File: config.mk
export PLATFORM = sky130hd
export DESIGN_NAME = ballot_collector_flat
export DESIGN_NICKNAME = d
export VERILOG_FILES = /design/src/rtl/ballot_collector_if.sv /design/src/rtl/ballot_collector.sv /design/src/flat_wrapper.sv
export SDC_FILE = /design/constraint.sdc
export NUM_CORES = 1
export LEC_CHECK = 0
export CAP_MARGIN = 20
export CORE_MARGIN = 5
export CORE_UTILIZATION = 37
export CTS_CLUSTER_SIZE = 14
export DETAILED_ROUTE_END_ITERATION = 8
export HOLD_SLACK_MARGIN = 0.06
export PLACE_DENSITY = 0.59
export SLEW_MARGIN = 20
export SYNTH_ARGS = -nofsm -noshare
export SYNTH_HDL_FRONTEND = slang
export SYNTH_SLANG_ARGS = --single-unit
File: constraint.sdc
create_clock -name clk -period 2.3 [get_ports clk]
set_input_delay 0.575 -clock clk [delete_from_list [all_inputs] [get_ports clk]]
set_output_delay 0.575 -clock clk [all_outputs]
set_load 0.05 [all_outputs]
File: src/rtl/ballot_collector_if.sv
// Ballot stream between the ballot source and the collector.
// Valid/ready handshake carrying a voter ID and a round-close flag.
interface ballot_collector_if;
  logic       in_valid;
  logic       in_ready;
  logic [5:0] in_id;
  logic       in_last;

  modport master (
    output in_valid,
    output in_id,
    output in_last,
    input  in_ready
  );

  modport slave (
    input  in_valid,
    input  in_id,
    input  in_last,
    output in_ready
  );
endinterface

File: src/rtl/ballot_collector.sv
// Ballot collector: stages one voting round into voter masks.
// Emits the round as a one-cycle strobe, flags dup/bad ballots.
module ballot_collector #(
  parameter int TIMEOUT = 16,
  parameter int TO_W    = 5
) (
  input  logic                clk,
  input  logic                reset,
  ballot_collector_if.slave   bus,
  output logic [31:0]         np,
  output logic [7:0]          vip,
  output logic                vvip,
  output logic                out_valid,
  output logic [7:0]          round_cnt,
  output logic                err_dup,
  output logic                err_id
);

  typedef enum logic [1:0] {
    IDLE,
    COLLECT,
    EMIT
  } state_t;

  localparam logic [TO_W-1:0] TO_SAT  = TO_W'(TIMEOUT);
  localparam logic [TO_W-1:0] TO_LAST =
    TO_W'((TIMEOUT == 0) ? 0 : TIMEOUT - 1);

  state_t          state;
  logic [31:0]     s_np;
  logic [7:0]      s_vip;
  logic            s_vvip;
  logic [31:0]     n_np;
  logic [7:0]      n_vip;
  logic            n_vvip;
  logic [TO_W-1:0] idle;
  logic            acc;
  logic            dup;
  logic            bad;
  logic            tmo;
  logic            close;

  assign bus.in_ready = !reset && (state != EMIT);
  assign acc = bus.in_valid && bus.in_ready;

  assign tmo = (TIMEOUT != 0) && (state == COLLECT)
            && !acc && (idle == TO_LAST);
  assign close = (acc && bus.in_last) || tmo;

  // Staging masks as they would look after the current ballot.
  always_comb begin
    n_np   = s_np;
    n_vip  = s_vip;
    n_vvip = s_vvip;
    dup    = 1'b0;
    bad    = 1'b0;
    if (acc) begin
      unique case (1'b1)
        (bus.in_id[5] == 1'b0): begin
          dup = s_np[bus.in_id[4:0]];
          n_np[bus.in_id[4:0]] = 1'b1;
        end
        (bus.in_id[5:3] == 3'b100): begin
          dup = s_vip[bus.in_id[2:0]];
          n_vip[bus.in_id[2:0]] = 1'b1;
        end
        (bus.in_id == 6'd40): begin
          dup    = s_vvip;
          n_vvip = 1'b1;
        end
        default: bad = 1'b1;
      endcase
    end
  end

  // Round FSM, staging, idle timer and registered outputs.
  always_ff @(posedge clk) begin
    if (reset) begin
      state     <= IDLE;
      s_np      <= '0;
      s_vip     <= '0;
      s_vvip    <= 1'b0;
      idle      <= '0;
      np        <= '0;
      vip       <= '0;
      vvip      <= 1'b0;
      out_valid <= 1'b0;
      round_cnt <= '0;
      err_dup   <= 1'b0;
      err_id    <= 1'b0;
    end else begin
      np        <= '0;
      vip       <= '0;
      vvip      <= 1'b0;
      out_valid <= 1'b0;
      if (acc) begin
        s_np   <= n_np;
        s_vip  <= n_vip;
        s_vvip <= n_vvip;
        if (dup) err_dup <= 1'b1;
        if (bad) err_id  <= 1'b1;
      end
      unique case (state)
        IDLE: begin
          if (acc) begin
            idle  <= '0;
            state <= bus.in_last ? EMIT : COLLECT;
          end
        end
        COLLECT: begin
          if (acc) begin
            idle <= '0;
          end else if (idle != TO_SAT) begin
            idle <= idle + 1'b1;
          end
          if (close) state <= EMIT;
        end
        EMIT: begin
          state     <= IDLE;
          s_np      <= '0;
          s_vip     <= '0;
          s_vvip    <= 1'b0;
          round_cnt <= round_cnt + 8'd1;
        end
        default: state <= IDLE;
      endcase
      if (close) begin
        np        <= n_np;
        vip       <= n_vip;
        vvip      <= n_vvip;
        out_valid <= 1'b1;
      end
    end
  end

endmodule

File: src/flat_wrapper.sv
// flat-port wrapper written by rule: the top's interface ports become plain ports
module ballot_collector_flat 
#(
  parameter int TIMEOUT = 16,
  parameter int TO_W    = 5
)
  (clk, reset, np, vip, vvip, out_valid, round_cnt, err_dup, err_id, bus_in_valid, bus_in_id, bus_in_last, bus_in_ready);
  ballot_collector_if bus_i ();
  input  logic clk;
  input  logic reset;
  output logic [31:0] np;
  output logic [7:0] vip;
  output logic vvip;
  output logic out_valid;
  output logic [7:0] round_cnt;
  output logic err_dup;
  output logic err_id;
  input wire logic [$bits(bus_i.in_valid)-1:0] bus_in_valid;
  input wire logic [$bits(bus_i.in_id)-1:0] bus_in_id;
  input wire logic [$bits(bus_i.in_last)-1:0] bus_in_last;
  output wire logic [$bits(bus_i.in_ready)-1:0] bus_in_ready;
  assign bus_i.in_valid = bus_in_valid;
  assign bus_i.in_id = bus_in_id;
  assign bus_i.in_last = bus_in_last;
  assign bus_in_ready = bus_i.in_ready;
  ballot_collector #(.TIMEOUT(TIMEOUT), .TO_W(TO_W)) u_core (.clk(clk), .reset(reset), .bus(bus_i), .np(np), .vip(vip), .vvip(vvip), .out_valid(out_valid), .round_cnt(round_cnt), .err_dup(err_dup), .err_id(err_id));
endmodule
==> results.json, run 1 <==
{
  "r2r_cells": 8,
  "vias_per_cell": 4.735,
  "place_ws_ns": -0.2411,
  "synth_enable_flop_cells": 0,
  "die_area_sq_um": 11880,
  "num_antenna_cells": 0,
  "nets": 477,
  "drtIter0Drc": 144,
  "critPathRequiredTime_ns": 1.73,
  "grt_max_degree": 42,
  "ys_types": 51,
  "drcViolationCount": 0,
  "final_antenna_net_count": 0,
  "crit_start": "u_core.round_cnt[3]$_SDFFE_PP0P_",
  "vias": 2846,
  "status": "complete, no violations",
  "core_sq_um": 9684,
  "syn_inst": 368,
  "clk_path_buf_depth": 2,
  "ys_ff_latch": 100,
  "cp.buffers_inverters": 1,
  "total_power_w": 0.003185,
  "fin_crit_ns": 2.174,
  "holdBufCountCts": 0,
  "synthesis.nets": 382,
  "dp_hpwl_um": 5885,
  "antenna_found_initial": 0,
  "yosys_warnings": 0,
  "rsz0062_at_grt": "false",
  "setup_viol": 0,
  "tns_ns": 0,
  "grtUsageTotal_pct": 14.64,
  "place.gp.congestion": 0.8306,
  "fin_crit_sh_pct": 94.54,
  "core.rowCount": 36,
  "path_delay_family": "buffers and inverters",
  "synth_flop_cell": "dfxtp_1",
  "postCtsSetupBuffers": 0,
  "power_density_nw_per_um2": 655.1,
  "irDropWorstVdd_mv": 0.3235,
  "reg2reg_to": "u_core.np[23]$_SDFF_PP0_",
  "grt_pass1_wl_um": 13730,
  "cts-htree-levels": 3,
  "initial_core_util_pct": 37.45,
  "clk_latency_ns": 0.36,
  "p_leak_nw": 1.867,
  "ioPinCount": 63,
  "crit_slowest_cell": "clkdlybuf4s50_1",
  "layout-drive-gt1-share_pct": 18.16,
  "final_core_util_pct": 50.21,
  "portBuffers": 62,
  "timing.final.hold_violations": 0,
  "path_cells": "clkdlybuf4s50_1",
  "startpoint_type": "flop",
  "cts_tree": "yes",
  "worst_slew_pin_slew_ns": 0.5336,
  "overflow": 0,
  "fin_skew_ns": 0.008321,
  "timing.rr.start": "u_core.idle[0]$_SDFFE_PP0P_",
  "cts.sinks": 100,
  "mostFrequentLayoutCell": "dfxtp_1",
  "synth_seq_area_share_pct": 55.19,
  "clock.fmax_mhz": 459.9,
  "relSlewSlack_pct": 64.31,
  "hold_path.class": "reg2reg",
  "slew_violations": 0,
  "routed_wl_um": 8133,
  "cap_viol_max_count": 0,
  "synth_top_area_share_pct": 55.19,
  "clockRootBuffer": "clkbuf_8",
  "critPathMaxStageDelay_ns": 0.84,
  "layout_common_cells": "100 x dfxtp_1, 98 x nor2_1, 60 x clkdlybuf4s50_1",
  "wire_per_inst_um": 13.53,
  "area_growth_pct": 34.05,
  "cp.depth": 1,
  "path_max_fanout": 5,
  "cts_resized": 1,
  "grt_pass1_vias": 2850,
  "cts_buffers": 9,
  "first_pass_iters": 4,
  "yosysTopAreaCell": "dfxtp_1",
  "synth.area.top_cells": "dfxtp_1 55%, nor2_1 10%, a21oi_1 6.2%",
  "synth.avg_cell_area_sq_um": 9.857,
  "setup_ws_ns": 0.1255,
  "async_reset_ff_share_pct": 0,
  "die_h_um": 109.0,
  "critical_path_class": "reg2out",
  "fillerInstances": 930,
  "synthesis.area_sq_um": 3627,
  "path_clk_slew_ns": 0.09,
  "end_kind": "output pin",
  "endpoint": "round_cnt[3]",
  "crit_arrival_ns": 1.60,
  "die_w_um": 109.0,
  "rrSetupSlack_ns": 0.42
}
stage by stage:
stage                     cells  cell area (sq um)  hold slack [ns]
final                       601               4862           0.4775
after global routing        601               4862           0.5180
after CTS                   601               4862           0.4823
after detailed placement    585               4647           0.4637
after global placement      585               4647           0.4585
after floorplan             368               3627           0.4425
synth_stat cells, drive strengths merged, types with 5 or more instances:
cell	count
dfxtp	100
nor2	98
a21oi	45
clkbuf	12
buf	10
inv	9
nor3	8
mux2	7
mux4	7
and3	6
nor2b	6
a31oi	5
xor2	5
power by group:
| group | total [W] | switching (W) | internal (W) |
|---|---|---|---|
| sequential | 0.00175 | 0.00000891 | 0.00174 |
| clock | 0.00120 | 0.000583 | 0.000622 |
| combinational | 0.000233 | 0.000132 | 0.000101 |
| total | 0.00318 | 0.000723 | 0.00246 |
final cells by class:
type | count | area (sq um) | area share (%)
Sequential cell | 100 | 2002 | 41.17
Multi-Input combinational cell | 237 | 1471 | 30.26
Timing Repair Buffer | 106 | 972.2 | 19.99
Tap cell | 133 | 166.4 | 3.423
Clock buffer | 11 | 131.4 | 2.702
Clock inverter | 5 | 85.08 | 1.750
Inverter | 9 | 33.78 | 0.6948
worst min-delay path by stage:
stage / start / endpoint / slack, ns / cells after the start
finish: u_core.idle[4]$_SDFFE_PP0P_ / u_core.idle[4]$_SDFFE_PP0P_ / 0.48 / 2
global route: u_core.idle[4]$_SDFFE_PP0P_ / u_core.idle[4]$_SDFFE_PP0P_ / 0.52 / 2
CTS: u_core.idle[4]$_SDFFE_PP0P_ / u_core.idle[4]$_SDFFE_PP0P_ / 0.48 / 2
detailed placement: u_core.err_id$_SDFFE_PP0P_ / u_core.err_id$_SDFFE_PP0P_ / 0.46 / 2
global placement: u_core.s_np[23]$_SDFFE_PP0N_ / u_core.s_np[23]$_SDFFE_PP0N_ / 0.46 / 2
floorplan: u_core.s_np[11]$_SDFFE_PP0N_ / u_core.np[11]$_SDFF_PP0_ / 0.44 / 2
kinds of logic (layout without fill, tap and decap cells):
group / after synthesis / in the layout / share of synthesized area (%)
compound gates: 64 / 64 / 10.04
mux: 15 / 15 / 6.796
fa+ha+maj: 4 / 4 / 1.380
simple gates: 147 / 147 / 20.66
buf+inv: 31 / 131 / 4.243
xor+xnor: 7 / 7 / 1.690
flops: 100 / 100 / 55.19
flip-flops by register name, indices dropped and copies added, names as in the netlist:
register,count
u_core.s_vip,8
u_core.err_dup,1
u_core.idle,5
u_core.round_cnt,8
u_core.s_np,32
u_core.err_id,1
u_core.s_vvip,1
u_core.vip,8
u_core.state,2
u_core.np,32
u_core.out_valid,1
u_core.vvip,1
routing by layer:
metal	GRT usage (%)	up-vias	share of wire, %
li1	-	1439	-
met1	20.31	1328	47
met2	22.41	69	45
met3	2.960	10	5.6
met4	5.681	0	1.6
met5	0	-	0
Note: power is estimated with default switching activity, not from simulation.
==> run 2, diff against run 1 <==
Settings changed: ABC_CLOCK_PERIOD_IN_PS from default to 2300.
==> results of run 2 <==
No change in the layout: final DEF, timing and power equal those of run 1.
==> run 3, diff against run 2 <==
Settings changed: SKIP_LAST_GASP from default to 1.
==> results of run 3 <==
No change in the layout: final DEF, timing and power equal those of run 1.
